--- config.mk ---
export PLATFORM = sky130hd
export DESIGN_NAME = mem_bus_arbiter_flat
export DESIGN_NICKNAME = d
export VERILOG_FILES = /design/src/rtl/mem_bus_arbiter_if.sv /design/src/rtl/mem_bus_arbiter.sv /design/src/flat_wrapper.sv
export SDC_FILE = /design/constraint.sdc
export NUM_CORES = 1
export LEC_CHECK = 0
export ABC_AREA = 1
export CAP_MARGIN = 20
export CORE_UTILIZATION = 45
export DETAILED_ROUTE_END_ITERATION = 12
export PLACE_DENSITY = 0.8
export SYNTH_ARGS = -nofsm -noshare
export SYNTH_HDL_FRONTEND = slang
export SYNTH_SLANG_ARGS = --single-unit
--- constraint.sdc ---
create_clock -name clk -period 14.05 [get_ports clk]
set_clock_uncertainty 0.05 [all_clocks]
set_input_delay 3.5125 -clock clk [delete_from_list [all_inputs] [get_ports clk]]
set_output_delay 3.5125 -clock clk [all_outputs]
set_load 0.02 [all_outputs]
--- src/rtl/mem_bus_arbiter_if.sv ---
// mem_bus_arbiter_if: fetch, load/store and system memory bus signals of the arbiter.
interface mem_bus_arbiter_if;
  logic        fetchReq;
  logic [31:0] fetchAddr;
  logic        fetchGnt;
  logic        fetchRvalid;
  logic [31:0] fetchRdata;
  logic        fetchErr;
  logic        lsReq;
  logic [31:0] lsAddr;
  logic        lsWe;
  logic [1:0]  lsSize;
  logic [31:0] lsWdata;
  logic        lsGnt;
  logic        lsRvalid;
  logic        lsErr;
  logic [31:0] lsRdata;
  logic        memReq;
  logic [31:0] memAddr;
  logic        memWe;
  logic [3:0]  memByteEn;
  logic [31:0] memWdata;
  logic        memAck;
  logic [31:0] memRdata;
  modport master (
    input  fetchReq, fetchAddr, lsReq, lsAddr, lsWe, lsSize, lsWdata, memAck, memRdata,
    output fetchGnt, fetchRvalid, fetchRdata, fetchErr, lsGnt, lsRvalid, lsErr, lsRdata,
           memReq, memAddr, memWe, memByteEn, memWdata
  );
  modport slave (
    output fetchReq, fetchAddr, lsReq, lsAddr, lsWe, lsSize, lsWdata, memAck, memRdata,
    input  fetchGnt, fetchRvalid, fetchRdata, fetchErr, lsGnt, lsRvalid, lsErr, lsRdata,
           memReq, memAddr, memWe, memByteEn, memWdata
  );
endinterface

--- src/rtl/mem_bus_arbiter.sv ---
// mem_bus_arbiter: round-robin fetch/load-store arbiter for the single external memory bus,
// with alignment checking, lane steering, load alignment and bus timeout.
module mem_bus_arbiter #(
  parameter int unsigned TIMEOUT = 255
) (
  input logic              clk,
  input logic              reset,
  mem_bus_arbiter_if.master bus
);
  typedef enum logic [1:0] {IDLE, BUS, RESP} state_e;
  localparam logic [15:0] TO_LAST = 16'(TIMEOUT - 1);
  state_e            state_q, state_d;
  logic              last_q, last_d, own_q, own_d, we_q, we_d, err_q, err_d;
  logic [1:0]        size_q, size_d, off_q, off_d;
  logic [15:0]       cnt_q, cnt_d;
  logic [1:0]        gnt_q, gnt_d, rvalid_q, rvalid_d, rerr_q, rerr_d;
  logic [1:0][31:0]  rdata_q, rdata_d;
  logic              req_q, req_d, mwe_q, mwe_d;
  logic [31:0]       addr_q, addr_d, wdata_q, wdata_d;
  logic [3:0]        be_q, be_d;
  logic              pick_ls, sel_we, misal;
  logic [31:0]       sel_addr, shifted, load_data;
  logic [1:0]        sel_size;
  // owner encoding: 0 = fetch, 1 = load/store
  assign pick_ls   = bus.lsReq && (!bus.fetchReq || !last_q);
  assign sel_addr  = pick_ls ? bus.lsAddr : bus.fetchAddr;
  assign sel_size  = pick_ls ? bus.lsSize : 2'b10;
  assign sel_we    = pick_ls && bus.lsWe;
  assign misal     = (sel_size == 2'b11) || (sel_size == 2'b01 && sel_addr[0])
                  || (sel_size == 2'b10 && sel_addr[1:0] != 2'b00);
  assign shifted   = bus.memRdata >> {off_q, 3'b000};
  assign load_data = size_q == 2'b00 ? {24'b0, shifted[7:0]}
                   : size_q == 2'b01 ? {16'b0, shifted[15:0]} : shifted;
  // a misaligned grant spends one BUS cycle with memReq low so Rvalid lands one cycle after Gnt
  always_comb begin
    state_d  = state_q;
    last_d   = last_q;
    own_d    = own_q;
    we_d     = we_q;
    err_d    = err_q;
    size_d   = size_q;
    off_d    = off_q;
    cnt_d    = cnt_q;
    gnt_d    = '0;
    rvalid_d = '0;
    rerr_d   = '0;
    rdata_d  = '0;
    req_d    = req_q;
    mwe_d    = mwe_q;
    addr_d   = addr_q;
    wdata_d  = wdata_q;
    be_d     = be_q;
    if (state_q == IDLE && (bus.fetchReq || bus.lsReq)) begin
      state_d = BUS;
      own_d = pick_ls;
      last_d = pick_ls;
      gnt_d[pick_ls] = 1'b1;
      we_d = sel_we;
      size_d = sel_size;
      off_d = sel_addr[1:0];
      err_d = misal;
      cnt_d = '0;
      req_d = !misal;
      mwe_d = sel_we && !misal;
      addr_d = {sel_addr[31:2], 2'b00};
      be_d = sel_size == 2'b00 ? 4'b0001 << sel_addr[1:0]
           : sel_size == 2'b01 ? 4'b0011 << sel_addr[1:0] : 4'b1111;
      wdata_d = sel_size == 2'b00 ? {4{bus.lsWdata[7:0]}}
              : sel_size == 2'b01 ? {2{bus.lsWdata[15:0]}} : bus.lsWdata;
    end else if (state_q == BUS) begin
      if (err_q || bus.memAck || cnt_q == TO_LAST) begin
        state_d = RESP;
        req_d = 1'b0;
        rvalid_d[own_q] = 1'b1;
        rerr_d[own_q] = err_q || !bus.memAck;
        rdata_d[own_q] = (err_q || we_q || !bus.memAck) ? '0 : load_data;
      end else cnt_d = cnt_q + 16'd1;
    end else if (state_q == RESP) state_d = IDLE;
  end
  always_ff @(posedge clk or posedge reset) begin
    if (reset) begin
      state_q  <= IDLE;
      last_q   <= 1'b0;
      own_q    <= 1'b0;
      we_q     <= 1'b0;
      err_q    <= 1'b0;
      size_q   <= '0;
      off_q    <= '0;
      cnt_q    <= '0;
      gnt_q    <= '0;
      rvalid_q <= '0;
      rerr_q   <= '0;
      rdata_q  <= '0;
      req_q    <= 1'b0;
      mwe_q    <= 1'b0;
      addr_q   <= '0;
      wdata_q  <= '0;
      be_q     <= '0;
    end else begin
      state_q  <= state_d;
      last_q   <= last_d;
      own_q    <= own_d;
      we_q     <= we_d;
      err_q    <= err_d;
      size_q   <= size_d;
      off_q    <= off_d;
      cnt_q    <= cnt_d;
      gnt_q    <= gnt_d;
      rvalid_q <= rvalid_d;
      rerr_q   <= rerr_d;
      rdata_q  <= rdata_d;
      req_q    <= req_d;
      mwe_q    <= mwe_d;
      addr_q   <= addr_d;
      wdata_q  <= wdata_d;
      be_q     <= be_d;
    end
  end
  assign bus.fetchGnt    = gnt_q[0];
  assign bus.lsGnt       = gnt_q[1];
  assign bus.fetchRvalid = rvalid_q[0];
  assign bus.lsRvalid    = rvalid_q[1];
  assign bus.fetchErr    = rerr_q[0];
  assign bus.lsErr       = rerr_q[1];
  assign bus.fetchRdata  = rdata_q[0];
  assign bus.lsRdata     = rdata_q[1];
  assign bus.memReq      = req_q;
  assign bus.memWe       = mwe_q;
  assign bus.memAddr     = addr_q;
  assign bus.memWdata    = wdata_q;
  assign bus.memByteEn   = be_q;
endmodule

--- src/flat_wrapper.sv ---
// flat-port wrapper written by rule: the top's interface ports become plain ports
module mem_bus_arbiter_flat 
#(
  parameter int unsigned TIMEOUT = 255
)
  (clk, reset, bus_fetchReq, bus_fetchAddr, bus_lsReq, bus_lsAddr, bus_lsWe, bus_lsSize, bus_lsWdata, bus_memAck, bus_memRdata, bus_fetchGnt, bus_fetchRvalid, bus_fetchRdata, bus_fetchErr, bus_lsGnt, bus_lsRvalid, bus_lsErr, bus_lsRdata, bus_memReq, bus_memAddr, bus_memWe, bus_memByteEn, bus_memWdata);
  mem_bus_arbiter_if bus_i ();
  input logic clk;
  input logic reset;
  input wire logic [$bits(bus_i.fetchReq)-1:0] bus_fetchReq;
  input wire logic [$bits(bus_i.fetchAddr)-1:0] bus_fetchAddr;
  input wire logic [$bits(bus_i.lsReq)-1:0] bus_lsReq;
  input wire logic [$bits(bus_i.lsAddr)-1:0] bus_lsAddr;
  input wire logic [$bits(bus_i.lsWe)-1:0] bus_lsWe;
  input wire logic [$bits(bus_i.lsSize)-1:0] bus_lsSize;
  input wire logic [$bits(bus_i.lsWdata)-1:0] bus_lsWdata;
  input wire logic [$bits(bus_i.memAck)-1:0] bus_memAck;
  input wire logic [$bits(bus_i.memRdata)-1:0] bus_memRdata;
  output wire logic [$bits(bus_i.fetchGnt)-1:0] bus_fetchGnt;
  output wire logic [$bits(bus_i.fetchRvalid)-1:0] bus_fetchRvalid;
  output wire logic [$bits(bus_i.fetchRdata)-1:0] bus_fetchRdata;
  output wire logic [$bits(bus_i.fetchErr)-1:0] bus_fetchErr;
  output wire logic [$bits(bus_i.lsGnt)-1:0] bus_lsGnt;
  output wire logic [$bits(bus_i.lsRvalid)-1:0] bus_lsRvalid;
  output wire logic [$bits(bus_i.lsErr)-1:0] bus_lsErr;
  output wire logic [$bits(bus_i.lsRdata)-1:0] bus_lsRdata;
  output wire logic [$bits(bus_i.memReq)-1:0] bus_memReq;
  output wire logic [$bits(bus_i.memAddr)-1:0] bus_memAddr;
  output wire logic [$bits(bus_i.memWe)-1:0] bus_memWe;
  output wire logic [$bits(bus_i.memByteEn)-1:0] bus_memByteEn;
  output wire logic [$bits(bus_i.memWdata)-1:0] bus_memWdata;
  assign bus_i.fetchReq = bus_fetchReq;
  assign bus_i.fetchAddr = bus_fetchAddr;
  assign bus_i.lsReq = bus_lsReq;
  assign bus_i.lsAddr = bus_lsAddr;
  assign bus_i.lsWe = bus_lsWe;
  assign bus_i.lsSize = bus_lsSize;
  assign bus_i.lsWdata = bus_lsWdata;
  assign bus_i.memAck = bus_memAck;
  assign bus_i.memRdata = bus_memRdata;
  assign bus_fetchGnt = bus_i.fetchGnt;
  assign bus_fetchRvalid = bus_i.fetchRvalid;
  assign bus_fetchRdata = bus_i.fetchRdata;
  assign bus_fetchErr = bus_i.fetchErr;
  assign bus_lsGnt = bus_i.lsGnt;
  assign bus_lsRvalid = bus_i.lsRvalid;
  assign bus_lsErr = bus_i.lsErr;
  assign bus_lsRdata = bus_i.lsRdata;
  assign bus_memReq = bus_i.memReq;
  assign bus_memAddr = bus_i.memAddr;
  assign bus_memWe = bus_i.memWe;
  assign bus_memByteEn = bus_i.memByteEn;
  assign bus_memWdata = bus_i.memWdata;
  mem_bus_arbiter #(.TIMEOUT(TIMEOUT)) u_core (.clk(clk), .reset(reset), .bus(bus_i));
endmodule
Word-level counts from Yosys, hierarchy flattened
Index checks and enable logic that the tools add are counted.
Cells by class
  add/subtract/negate cells: 1
  order comparisons: 4
  equal/unequal tests: 9
  shifts and indexed selects: 3
  multiplexer cells: 35
  bitwise logic cells: 2
  reduce and logical (&&, ||, !) cells: 31
Operators by type and width (number)
  2-to-1 mux 32 bit: 7
  2-to-1 mux 64 bit: 3
  bitwise AND 64 bit: 1
  2-to-1 mux 16 bit: 3
  demux 32 bit (select 1 bit): 1
  right shift 32 x 5 -> 32 bit: 1
  2-to-1 mux 2 bit: 12
  adder 16 x 1 -> 16 bit (second input constant): 1
  == test 16 x 8 -> 1 bit (second input constant): 1
  logical OR 1 bit: 9
  logical AND 1 bit: 8
  2-to-1 mux 4 bit: 2
  == test 2 x 1 -> 1 bit (second input constant): 3
  == test 2 bit (second input constant): 3
  zero test 2 bit: 3
  AND reduction 2 bit: 3
  nonzero test 2 bit: 3
  2-to-1 mux 1 bit: 5
  zero test 1 bit: 4
  less-than comparator 1 x 2 -> 1 bit (second input constant): 2
  left shift 1 x 2 -> 4 bit (first input constant): 1
  left shift 2 x 2 -> 4 bit (first input constant): 1
  != test 3 x 2 -> 1 bit (second input constant): 1
  nonzero test 3 bit: 1
  4 further kinds: 6
Storage, ports and cells
  register bits after elaboration: 163
  input port bits: 136
  output and inout bits: 140
  word-level logic and storage cells: 102

Depth between registers and ports, before layout
Gate-level depths: netlist (run 1).
  depth after elaboration: 10
  gate-level depth with buffers: 10
  mapped depth without buffers: 10

Worst setup path after synthesis (run 1)
OpenSTA, ideal clock, no wires.
  kind: input to register
  start: input bus_fetchReq
  end: register u_core.be_q[1], in the netlist u_core.bus.memByteEn[1]
  library setup time: 0.128 ns
  arrival: 4.640 ns
  required time: 13.872 ns
  setup slack: 9.232 ns
  stages on the path: 9
  path buffers: 0
  cell sequence: nand2_1 > nand2_2 > inv_1 > or2_2 > o21ai_0 > inv_1 > ha_1 > a21oi_1 > a31oi_1
Between the ends
  cells in the longest elaborated chain, start to end: 7
  elaborated cells on any way between the ends: 13
  those cells by class: eq/ne (1); shift (2); mux (4); reduce/logical (6)
Ends and longest elaborated chain
  start, declared: line flat_wrapper.sv:10  | input wire logic [$bits(bus_i.fetchReq)-1:0] bus_fetchReq;
  zero test 1 bit *: line mem_bus_arbiter.sv:25  | assign pick_ls = bus.lsReq && (!bus.fetchReq || !last_q);
  logical OR 1 bit *: line mem_bus_arbiter.sv:25
  logical AND 1 bit *: line mem_bus_arbiter.sv:25
  2-to-1 mux 32 bit *: line mem_bus_arbiter.sv:26  | assign sel_addr = pick_ls ? bus.lsAddr : bus.fetchAddr;
  net u_core.sel_addr[0]: line mem_bus_arbiter.sv:22  | logic [31:0] sel_addr, shifted, load_data;
  left shift 2 x 2 -> 4 bit: line mem_bus_arbiter.sv:67  | : sel_size == 2'b01 ? 4'b0011 << sel_addr[1:0] : 4'b1111;
  2-to-1 mux 4 bit: line mem_bus_arbiter.sv:67
  2-to-1 mux 4 bit *: line mem_bus_arbiter.sv:66  | be_d = sel_size == 2'b00 ? 4'b0001 << sel_addr[1:0]
  end signal, assigned: line mem_bus_arbiter.sv:98  | be_q <= '0;
  end signal, assigned: line mem_bus_arbiter.sv:116  | be_q <= be_d;
  end, declared: line mem_bus_arbiter.sv:20  | logic [3:0] be_q, be_d;
Mark *: on every way through the listed nets, which the timed path passes. The rest lies on a longest branch.
A chain may end at the register's enable or synchronous reset.

Worst setup path after layout (run 1)
  start: input bus_lsReq
  end: register u_core.cnt_q[7]
Between the ends
  cells in the longest elaborated chain, start to end: 4
  elaborated cells on any way between the ends: 6
  those cells by class: eq/ne (1); mux (1); reduce/logical (4)
Ends and longest elaborated chain
  start, declared: line flat_wrapper.sv:12  | input wire logic [$bits(bus_i.lsReq)-1:0] bus_lsReq;
  logical OR 1 bit *: line mem_bus_arbiter.sv:53  | if (state_q == IDLE && (bus.fetchReq || bus.lsReq)) begin
  logical AND 1 bit *: line mem_bus_arbiter.sv:53
  != test 2 x 1 -> 1 bit (no source line) / nonzero test 2 bit (equally long branches)
  AND reduction 2 bit (no source line)
  end signal, assigned: line mem_bus_arbiter.sv:107  | cnt_q <= cnt_d;
  end, declared: line mem_bus_arbiter.sv:15  | logic [15:0] cnt_q, cnt_d;
Every way passes the cells marked *; elsewhere a longest branch is shown, timed or not.

==> run summary, run 1 <==
largest net degree at the start of global routing - 99
Multi-input gate area - 2790 um^2
IO Count - 276
Bufs on Longest Clock Path - 2
Fin Setup TNS - 0 ns
post-CTS setup repair buffer count - 0
Max Freq - 177 MHz
crit-path cells - clkdlybuf4s50_1 > o21ai_4 > buf_4 > nand4_1 > o21ai_0
Worst Path Required - 14.33 ns
Period Utilization, post-route - 40.3%
flops & latches, synth - 163
die height - 129 um
Distinct cells, synth - 36
Tot Pwr - 2.01 mW
vias in the first global route - 6422
area leader, netlist - dfrtp_1
sequential standard cell area - 4080 um^2
HPWL Detailed - 14700 um
grt total ovfl - 0
Final GP Congestion - 0.864
PwrDens - 188 nW/um^2
synth warn - 0
Post-CTS Hold Buffers - 0
top post-synthesis cells by area - dfrtp_1 (56%), nand2_1 (13%), nand3_1 (6.3%)
WL final - 21000 um
die area - 16700 um^2
Seq/Total Area, Yosys - 56.0%
DR DRC count - 0
Worst slew margin - 34.0%
CP max stage cell - buf_4
met1 WL - 8320 um
Fillers - 1265
min cycle time layout - 5.66 ns
top-area cell type share of the netlist area - 56.0%
root buf cell - clkbuf_16
core area - 15800 um^2
number of setup violations in the final report - 0
met2 WL - 10100 um
Met3 Routed Length - 1920 um
total CTS buffers - 17
VDD IR max - 0.109 mV
H-tree Lvls - 4
Final #Nets - 1243
Clock Latency Late Sink - 0.43 ns
I/O Buffers - 273
die width - 129 um
maxcap violations - 0
Ant. Diodes - 0
CTS resizes - 0
static leakage - 4.77 nW
ratio of cells with drive above 1 in the final layout - 4.68%
Worst-Margin Slew - 0.984 ns
Initial DRC Count - 549
post-synth design cell area - 7290 um^2
classification of the worst-slack hold path - reg2reg
area grow syn2layout - 46.9%
final core occ - 67.6%
Worst-path clk slew - 0.06 ns
Placed Cells - 1294
CP Max Fanout - 98
Finished Layout Cells - 1327
RSZ-0062 raised after global routing - no
CTS tree - yes
Worst setup EP type - flop
Mapped Cells - 847
synthesized area per cell - 8.60 um^2
FP Rows - 46
final hold violation count - 0
Via Count - 6784
DR pass1 iterations - 5
CP max stage delay - 0.77 ns
CP startpoint kind - input port
Max Used Layer - met4
Final ANT Viol Nets - 0
CTS sink cnt - 163
Avg WL per Cell - 15.8 um
initial antenna violation count - 0
global-route wire length before repair - 32800 um
vias per cell - 5.11
Starting Density - 46.0%
Total GRT Usage - 25.6%
WP data arrival - 5.94 ns
fin. max-slew vios - 0
run status - finished, final reports clean
crit path kind - in2reg
==> cell usage after synthesis <==
cell / number
a21oi_1: 27
o21bai_1: 1
nand2_1: 254
nand3_2: 1
conb_1: 1
nand4_4: 2
inv_2: 1
nand4_1: 5
nor2_1: 118
nor2_2: 7
xnor2_1: 5
nor3_1: 1
buf_1: 1
buf_6: 7
o21ai_1: 1
nand3_1: 92
a41oi_1: 1
nand2_4: 1
clkbuf_2: 2
clkbuf_1: 11
buf_4: 3
a31oi_1: 9
nand2_2: 3
nor3_4: 1
xor2_1: 5
or2_2: 1
buf_2: 21
or2_0: 1
o311ai_0: 8
ha_1: 9
o21ai_4: 1
inv_1: 40
o21ai_0: 30
o211ai_1: 11
clkinv_1: 2
dfrtp_1: 163
==> per-stage QoR <==
stage	hold slack [ns]	worst slack, ns	instance area, um^2
final	0.435	8.39	10700
after global routing	0.458	8.15	10700
after CTS	0.439	8.39	10700
after detailed placement	0.415	7.93	10100
after global placement	0.418	8.05	10100
after floorplan	0.404	6.08	7290
==> kinds of logic after synthesis <==
kind of cell,synth area share [%]
simple gates,28.1
other cells,0.0515
compound gates,7.30
xor+xnor,1.20
fa+ha+maj,1.55
flops,56.0
buf+inv,5.80
==> worst max-delay path, delay by kind of cell <==
| family | cells | cell delay [ns] |
|---|---|---|
| compound gates | 2 | 0.54 |
| buf+inv | 2 | 1.24 |
| simple gates | 1 | 0.62 |
==> sequential cells by signal, indices dropped and copies added, names as in the netlist <==
| signal | flops |
|---|---|
| u_core.state_q | 2 |
| u_core.rvalid_q | 2 |
| u_core.bus.memReq | 1 |
| u_core.bus.memByteEn | 4 |
| u_core.err_q | 1 |
| u_core.rerr_q | 2 |
| u_core.bus.memWdata | 32 |
| u_core.bus.fetchRdata | 32 |
| u_core.last_q | 1 |
| u_core.size_q | 2 |
| u_core.bus.memWe | 1 |
| u_core.off_q | 2 |
| u_core.cnt_q | 16 |
| u_core.bus.lsRdata | 32 |
| u_core.we_q | 1 |
| u_core.gnt_q | 2 |
| u_core.bus.memAddr | 30 |
==> metal layers <==
| layer | global-route usage [%] | vias up |
|---|---|---|
| met3 | 7.80 | 50 |
| met1 | 31.6 | 3170 |
| li1 | - | 3232 |
| met4 | 12.0 | 0 |
| met2 | 41.4 | 332 |
| met5 | 0 | - |
==> power by group <==
part	switching [mW]	total, mW	leakage (nW)	internal [mW]
Sequential	0.0888	0.682	2.12	0.593
Clock	0.188	0.489	0.309	0.301
Combinational	0.496	0.838	2.34	0.342
==> path summary, 6_finish.rpt <==
check / from / end / slack [ns] / depth (start not counted)
worst min register to register: u_core.bus.memWdata[4] / u_core.bus.memWdata[4] / 0.43 / 2
min in group asynchronous: reset / u_core.bus.fetchRdata[21] / 3.58 / 2
worst max-delay path: bus_lsReq / u_core.cnt_q[7] / 8.39 / 5
worst min-delay path: u_core.bus.memWdata[4] / u_core.bus.memWdata[4] / 0.43 / 2
worst max register to register: u_core.off_q[0] / u_core.bus.fetchRdata[6] / 11.11 / 5
max in group asynchronous: reset / u_core.cnt_q[0] / 8.95 / 3
==> layout by cell type (no fill, tap or decap), types with 2 or more instances in the layout <==
cell type | Yosys | routed
a21oi_1 | 27 | 27
a31oi_1 | 9 | 9
buf_4 | 3 | 2
bufinv_16 | 0 | 3
clkbuf_1 | 11 | 2
clkbuf_16 | 0 | 17
clkbuf_8 | 0 | 4
clkdlybuf4s50_1 | 0 | 273
clkinv_1 | 2 | 2
conb_1 | 1 | 2
dfrtp_1 | 163 | 163
ha_1 | 9 | 9
inv_1 | 40 | 39
inv_6 | 0 | 5
nand2_1 | 254 | 254
nand2_2 | 3 | 3
nand3_1 | 92 | 92
nand4_1 | 5 | 5
nand4_4 | 2 | 2
nor2_1 | 118 | 118
nor2_2 | 7 | 7
o211ai_1 | 11 | 11
o21ai_0 | 30 | 30
o311ai_0 | 8 | 8
xnor2_1 | 5 | 5
xor2_1 | 5 | 5
==> layout make-up <==
class	count	area share (%)
Clock buffer	23	4.56
Tap cell	216	2.52
Clock inverter	9	1.30
Sequential cell	163	38.1
Inverter	43	1.55
Timing Repair Buffer	276	25.9
Multi-Input combinational cell	597	26.0
(Power assumes the default switching activity.)
==> run 2, diff against run 1 <==
CORE_UTILIZATION = 40   (was 45)
PLACE_DENSITY = 0.75   (was 0.8)
clock period = 5.2 ns   (was 14.05 ns; I/O delays follow)
==> run 2 against run 1 <==
First-iteration DRC count fell by 16%. Routed wire length increased by 0.22%. Cell count up 0.83%. Critical path depth is the same. Register-to-register slack lost 8.8 ns. Setup slack got worse by 6.2 ns. Combinational power grew to 2.7 times the previous value. Final area up 0.31%. Largest cell class unchanged.
==> run summary, run 2 (synthesized netlist as in run 1, its figures left out) <==
largest net degree at the start of global routing - 164 (+66%)
area grow syn2layout - 47.4%
Fin Setup TNS - 0 ns (unchanged)
number of setup violations in the final report - 0 (unchanged)
fin. max-slew vios - 0 (unchanged)
root buf cell - clkbuf_16
Pint - 3.27 mW (+160%)
post-route cell area - 10700 um^2 (+0.31%)
final hold violation count - 0 (unchanged)
DR DRC count - 0 (unchanged)
Avg WL per Cell - 15.8 um (-0.60%)
crit-path cells - clkdlybuf4s50_1 > o21ai_4 > buf_4 > nand4_4 > nor2_1
CTS tree - yes
Worst-path clk slew - 0.07 ns (about the same)
CP startpoint - bus_lsReq
Buf/Inv on CP - 2 (unchanged)
placed cell areas - 10100 um^2 (+0.37%)
vias in the first global route - 6373 (-0.76%)
Max Freq - 327 MHz
initial antenna violation count - 0 (unchanged)
Post-CTS Hold Buffers - 0 (unchanged)
commonest non-fill, non-tap cells in the layout - clkdlybuf4s50_1 (273), nand2_1 (254), dfrtp_1 (163)
r2r startpoint - u_core.off_q[0]
most common cell after layout, fill and taps aside - clkdlybuf4s50_1
Final ANT Viol Nets - 0 (unchanged)
CP Max Fanout - 60 (-39%)
WL final - 21100 um (+0.22%)
total CTS buffers - 17 (unchanged)
Total GRT Usage - 23.1% (-2.6 points)
Final #Nets - 1245 (+0.16%)
min cycle time layout - 3.06 ns
Worst Path Required - 5.48 ns (-8.85 ns)
delay-heaviest family, CP - buffers and inverters
switching part of the total - 39.7% (+1.2 points)
Via Count - 6642 (-2.1%)
CTS sink cnt - 163 (unchanged)
RR Endpoint - u_core.bus.fetchRdata[0]
register-to-register setup slack - 2.31 ns (-8.80 ns)
grt total ovfl - 0 (unchanged)
IO Count - 276 (unchanged)
RSZ-0062 raised after global routing - no
run status - finished, final reports clean
Worst setup EP type - flop
H-tree Lvls - 4 (unchanged)
reg2reg path depth - 5 (unchanged)
WP depth - 5 (unchanged)
CP startpoint kind - input port
WP data arrival - 3.34 ns (-2.60 ns)
CP max stage delay - 0.54 ns (-0.23 ns)
crit path kind - in2reg
static leakage - 4.77 nW (about the same)
FP Rows - 48 (+4.3%)
die width - 137 um (+6.0%)
HPWL Detailed - 14900 um (+1.3%)
classification of the worst-slack hold path - reg2reg
PwrDens - 504 nW/um^2 (+170%)
I/O Buffers - 273 (unchanged)
ratio of cells with drive above 1 in the final layout - 5.03% (+0.35 points)
Initial DRC Count - 462 (-16%)
Starting Density - 41.5% (-4.5 points)
Period Utilization, post-route - 58.8%
VDD IR max - 0.314 mV (+190%)
Min-Delay Path Depth - 2 (unchanged)
CP max stage cell - nand4_4
maxcap violations - 0 (unchanged)
Bufs on Longest Clock Path - 2 (unchanged)
post-CTS setup repair buffer count - 0 (unchanged)
Final GP Congestion - 0.885 (+2.4%)
vias per cell - 4.96 (-2.9%)
NetSw - 2.15 mW (+180%)
die area - 18800 um^2 (+12%)
Clock Latency Late Sink - 0.43 ns (about the same)
Worst-Margin Slew - 1.01 ns (+0.0218 ns)
Ant. Diodes - 0 (unchanged)
worst-case hold slack - 0.443 ns (+0.00810 ns)
DR pass1 iterations - 5 (unchanged)
CTS resizes - 0 (unchanged)
Critical Path Sink - u_core.rerr_q[1]
power share of the combinational group - 41.9% (+0.2 points)
register share of total power - 33.9% (about the same)
core area - 17500 um^2 (+11%)
Clock Power Share - 24.2% (about the same)
die height - 137 um (+6.0%)
global-route wire length before repair - 32700 um (-0.36%)
Worst slew margin - 32.9% (-1.1 points)
[run 2: worst min-delay path: cells and delay by family (launching register included)]
kind / cells / cell delay, ns
simple gates: 1 / 0.05
compound gates: 1 / 0.07
flops: 1 / 0.34
[run 2: area by class of cell]
class | count | area [um^2]
repair buffers | 278 | 2800
flip-flops and latches | 163 | 4080
multi-input cells | 597 | 2790
clock inverters | 15 | 198
clock buffers | 17 | 425
fillers | 1523 | 6800
inverters | 43 | 165
well taps | 225 | 282
[run 2: per-stage QoR]
stage                     setup slack (ns)  util, %  instances  power [mW]
final                                 2.14     61.2       1338        5.42
after global routing                  1.86     61.2       1338        5.74
after CTS                             2.14     61.1       1337        5.45
after detailed placement              1.67     57.5       1305        4.11
after global placement                1.68     57.5       1305        4.08
after floorplan                       1.78        -        848        3.17
[run 2: worst min-delay path by stage]
stage,start,end
after global routing,u_core.bus.memAddr[5],u_core.bus.memAddr[5]
after global placement,u_core.bus.memWdata[4],u_core.bus.memWdata[4]
after detailed placement,u_core.bus.memWe,u_core.bus.memWe
after floorplan,u_core.size_q[0],u_core.size_q[0]
final,u_core.bus.memWdata[6],u_core.bus.memWdata[6]
after CTS,u_core.bus.memWdata[6],u_core.bus.memWdata[6]
[run 2: metal layers]
| metal | vias to the layer above | wire length (um) | track usage, % |
|---|---|---|---|
| met4 | 0 | 376 | 8.79 |
| met5 | - | 0 | 0 |
| met2 | 267 | 10100 | 38.0 |
| met1 | 3112 | 8680 | 28.0 |
| li1 | 3236 | - | - |
| met3 | 27 | 1930 | 7.48 |
[run 2: power groups by stage]
stage	combinational [mW]	sequential (mW)	clock [mW]
5_1_grt	2.48	1.88	1.39
3_5_place_dp	2.27	1.84	0
4_1_cts	2.28	1.83	1.34
2_1_floorplan	1.03	2.14	0
6_report	2.27	1.84	1.31
3_3_place_gp	2.23	1.84	0
==> run 3, diff against run 2 <==
CORE_UTILIZATION = 44   (was 40)
PLACE_DENSITY = 0.78   (was 0.75)
clock period = 3 ns   (was 5.2 ns; I/O delays follow)
==> run 3 against run 2 <==
Via count increased by 0.87%. Clock-buffer cell count increased by 1. Critical path depth increased by 5. Sequential cell count unchanged. Critical path type unchanged. Largest power group unchanged.
==> run summary, run 3 (synthesized netlist as in run 1, its figures left out) <==
run status - finished, final reports clean
WL final - 20900 um (-0.74%)
core area - 16000 um^2 (-8.8%)
CP Max Fanout - 6 (-90%)
switching part of the total - 39.9% (+0.25 points)
Post-CTS Hold Buffers - 0 (unchanged)
RR Endpoint - u_core.bus.fetchRdata[25]
Tot Pwr - 9.25 mW (+71%)
fin. max-slew vios - 0 (unchanged)
I/O Buffers - 273 (unchanged)
worst-case hold slack - 0.440 ns (-0.00355 ns)
HPWL Detailed - 15000 um (+0.55%)
Final #Nets - 1258 (+1.0%)
grt total ovfl - 0 (unchanged)
die width - 131 um (-4.6%)
commonest non-fill, non-tap cells in the layout - clkdlybuf4s50_1 (273), nand2_1 (254), dfrtp_1 (163)
Worst Path Required - 3.25 ns (-2.23 ns)
power share of the combinational group - 43.9% (+2.0 points)
Hold EP - u_core.bus.memWdata[6]
CP most frequent cell - inv_1
Pint - 5.55 mW (+70%)
Initial DRC Count - 524 (+13%)
vias per cell - 4.99 (+0.57%)
post-CTS setup repair buffer count - 0 (unchanged)
CP max stage delay - 0.54 ns (about the same)
Ant. Diodes - 0 (unchanged)
Final ANT Viol Nets - 0 (unchanged)
ratio of cells with drive above 1 in the final layout - 6.13% (+1.1 points)
Starting Density - 45.5% (+4.0 points)
Min-Delay Path Depth - 2 (unchanged)
NetSw - 3.69 mW (+72%)
largest net degree at the start of global routing - 108 (-34%)
RSZ-0062 raised after global routing - no
Clock Power Share - 22.2% (-2.0 points)
min cycle time layout - 2.42 ns
Via Count - 6700 (+0.87%)
Worst-Margin Slew - 0.928 ns (-0.0777 ns)
Total GRT Usage - 24.9% (+1.8 points)
Place WS - 0.173 ns (-1.49 ns)
CP startpoint kind - input port
most common cell after layout, fill and taps aside - clkdlybuf4s50_1
Worst slew margin - 37.7% (+4.9 points)
crit path kind - in2reg
IO Count - 276 (unchanged)
Period Utilization, post-route - 80.6%
CTS sink cnt - 163 (unchanged)
initial antenna violation count - 0 (unchanged)
area grow syn2layout - 47.6%
vias in the first global route - 6319 (-0.85%)
CTS tree - yes
final worst setup slack - 0.583 ns (-1.56 ns)
Worst setup EP type - flop
min-delay src - u_core.bus.memWdata[6]
Bufs on Longest Clock Path - 2 (unchanged)
die area - 17100 um^2 (-9.0%)
Worst-path clk slew - 0.07 ns (about the same)
Avg WL per Cell - 15.6 um (-1.0%)
VDD IR max - 0.515 mV (+64%)
total CTS buffers - 17 (unchanged)
crit-path cells - clkdlybuf4s50_1 > nand2_1 > nand2_2 > inv_1 > or2_2 > o21ai_0 > inv_1 > ha_1 > a21oi_1 > a31oi_1
Clock Latency Late Sink - 0.42 ns (about the same)
r2r startpoint - u_core.cnt_q[0]
static leakage - 4.80 nW (+0.66%)
global-route wire length before repair - 32400 um (-0.82%)
classification of the worst-slack hold path - reg2reg
CTS resizes - 0 (unchanged)
number of setup violations in the final report - 0 (unchanged)
register-to-register setup slack - 1.02 ns (-1.29 ns)
final hold violation count - 0 (unchanged)
DR DRC count - 0 (unchanged)
maxcap violations - 0 (unchanged)
FP Rows - 46 (-4.2%)
DR pass1 iterations - 6 (+1)
Final GP Congestion - 0.857 (-3.2%)
PwrDens - 860 nW/um^2 (+71%)
reg2reg path depth - 9 (+4)
die height - 131 um (-4.6%)
root buf cell - clkbuf_16
H-tree Lvls - 4 (unchanged)
WP data arrival - 2.67 ns (-0.67 ns)
Fin Setup TNS - 0 ns (unchanged)
register share of total power - 33.8% (about the same)
Max Freq - 414 MHz
CP max stage cell - clkdlybuf4s50_1
## run 3: cell count changes in the layout (fill, tap and decap cells not counted)
cell,previous run,this run
clkinv_2,0,1
inv_8,5,2
clkbuf_8,0,1
buf_4,3,16
bufinv_16,2,0
inv_6,1,6
clkinvlp_4,4,5
buf_12,1,2
clkinv_4,2,1
buf_16,1,0
clkinv_8,2,0
## run 3: per-layer routing
layer / vias to the layer above / wire length, um / GRT usage (%)
met2: 257 / 10500 / 42.2
li1: 3248 / - / -
met3: 25 / 1870 / 7.49
met1: 3170 / 8270 / 30.4
met4: 0 / 316 / 7.84
met5: - / 0 / 0
## run 3: area by class of cell
| cell class | instances | area, um^2 |
|---|---|---|
| fill | 1336 | 5250 |
| sequential | 163 | 4080 |
| timing repair buffer | 291 | 2890 |
| multi-input combinational | 597 | 2790 |
| clock buffer | 18 | 439 |
| tap | 216 | 270 |
| inverter | 43 | 165 |
| clock inverter | 14 | 119 |
## run 3: power groups by stage
stage	clock, mW	sequential (mW)	combinational, mW
floorplan	0	3.71	1.79
global placement	0	3.14	4.02
detailed placement	0	3.15	4.07
CTS	2.08	3.13	4.09
global route	2.17	3.20	4.43
finish	2.06	3.13	4.06
## run 3: how the worst max path moves through the flow
stage | startpoint | end | slack (ns) | cells after the start
finish | bus_fetchReq | u_core.bus.memByteEn[1] | 0.58 | 10
global route | bus_fetchReq | u_core.bus.memWe | 0.41 | 11
CTS | bus_fetchReq | u_core.bus.memWe | 0.61 | 11
global placement | bus_fetchReq | u_core.bus.memByteEn[1] | 0.26 | 10
detailed placement | bus_fetchReq | u_core.bus.memByteEn[1] | 0.17 | 10
floorplan | reset | u_core.bus.fetchRdata[0] | 0.13 | 1
## run 3: critical path: cells and delay by family
family                   cells  cell delay [ns]
buffers and inverters        3             0.78
AND/OR/NAND/NOR              3             0.48
AO/OA/AOI/OAI                3             0.43
adder cells (fa/ha/maj)      1             0.22
## run 3: through the flow
stage | cell area (um^2) | cells | utilization (%)
after CTS | 10800 | 1342 | 67.2
after global placement | 10200 | 1310 | 63.7
after global routing | 10800 | 1342 | 67.2
after detailed placement | 10200 | 1310 | 63.7
final | 10800 | 1342 | 67.2
after floorplan | 7290 | 848 | -
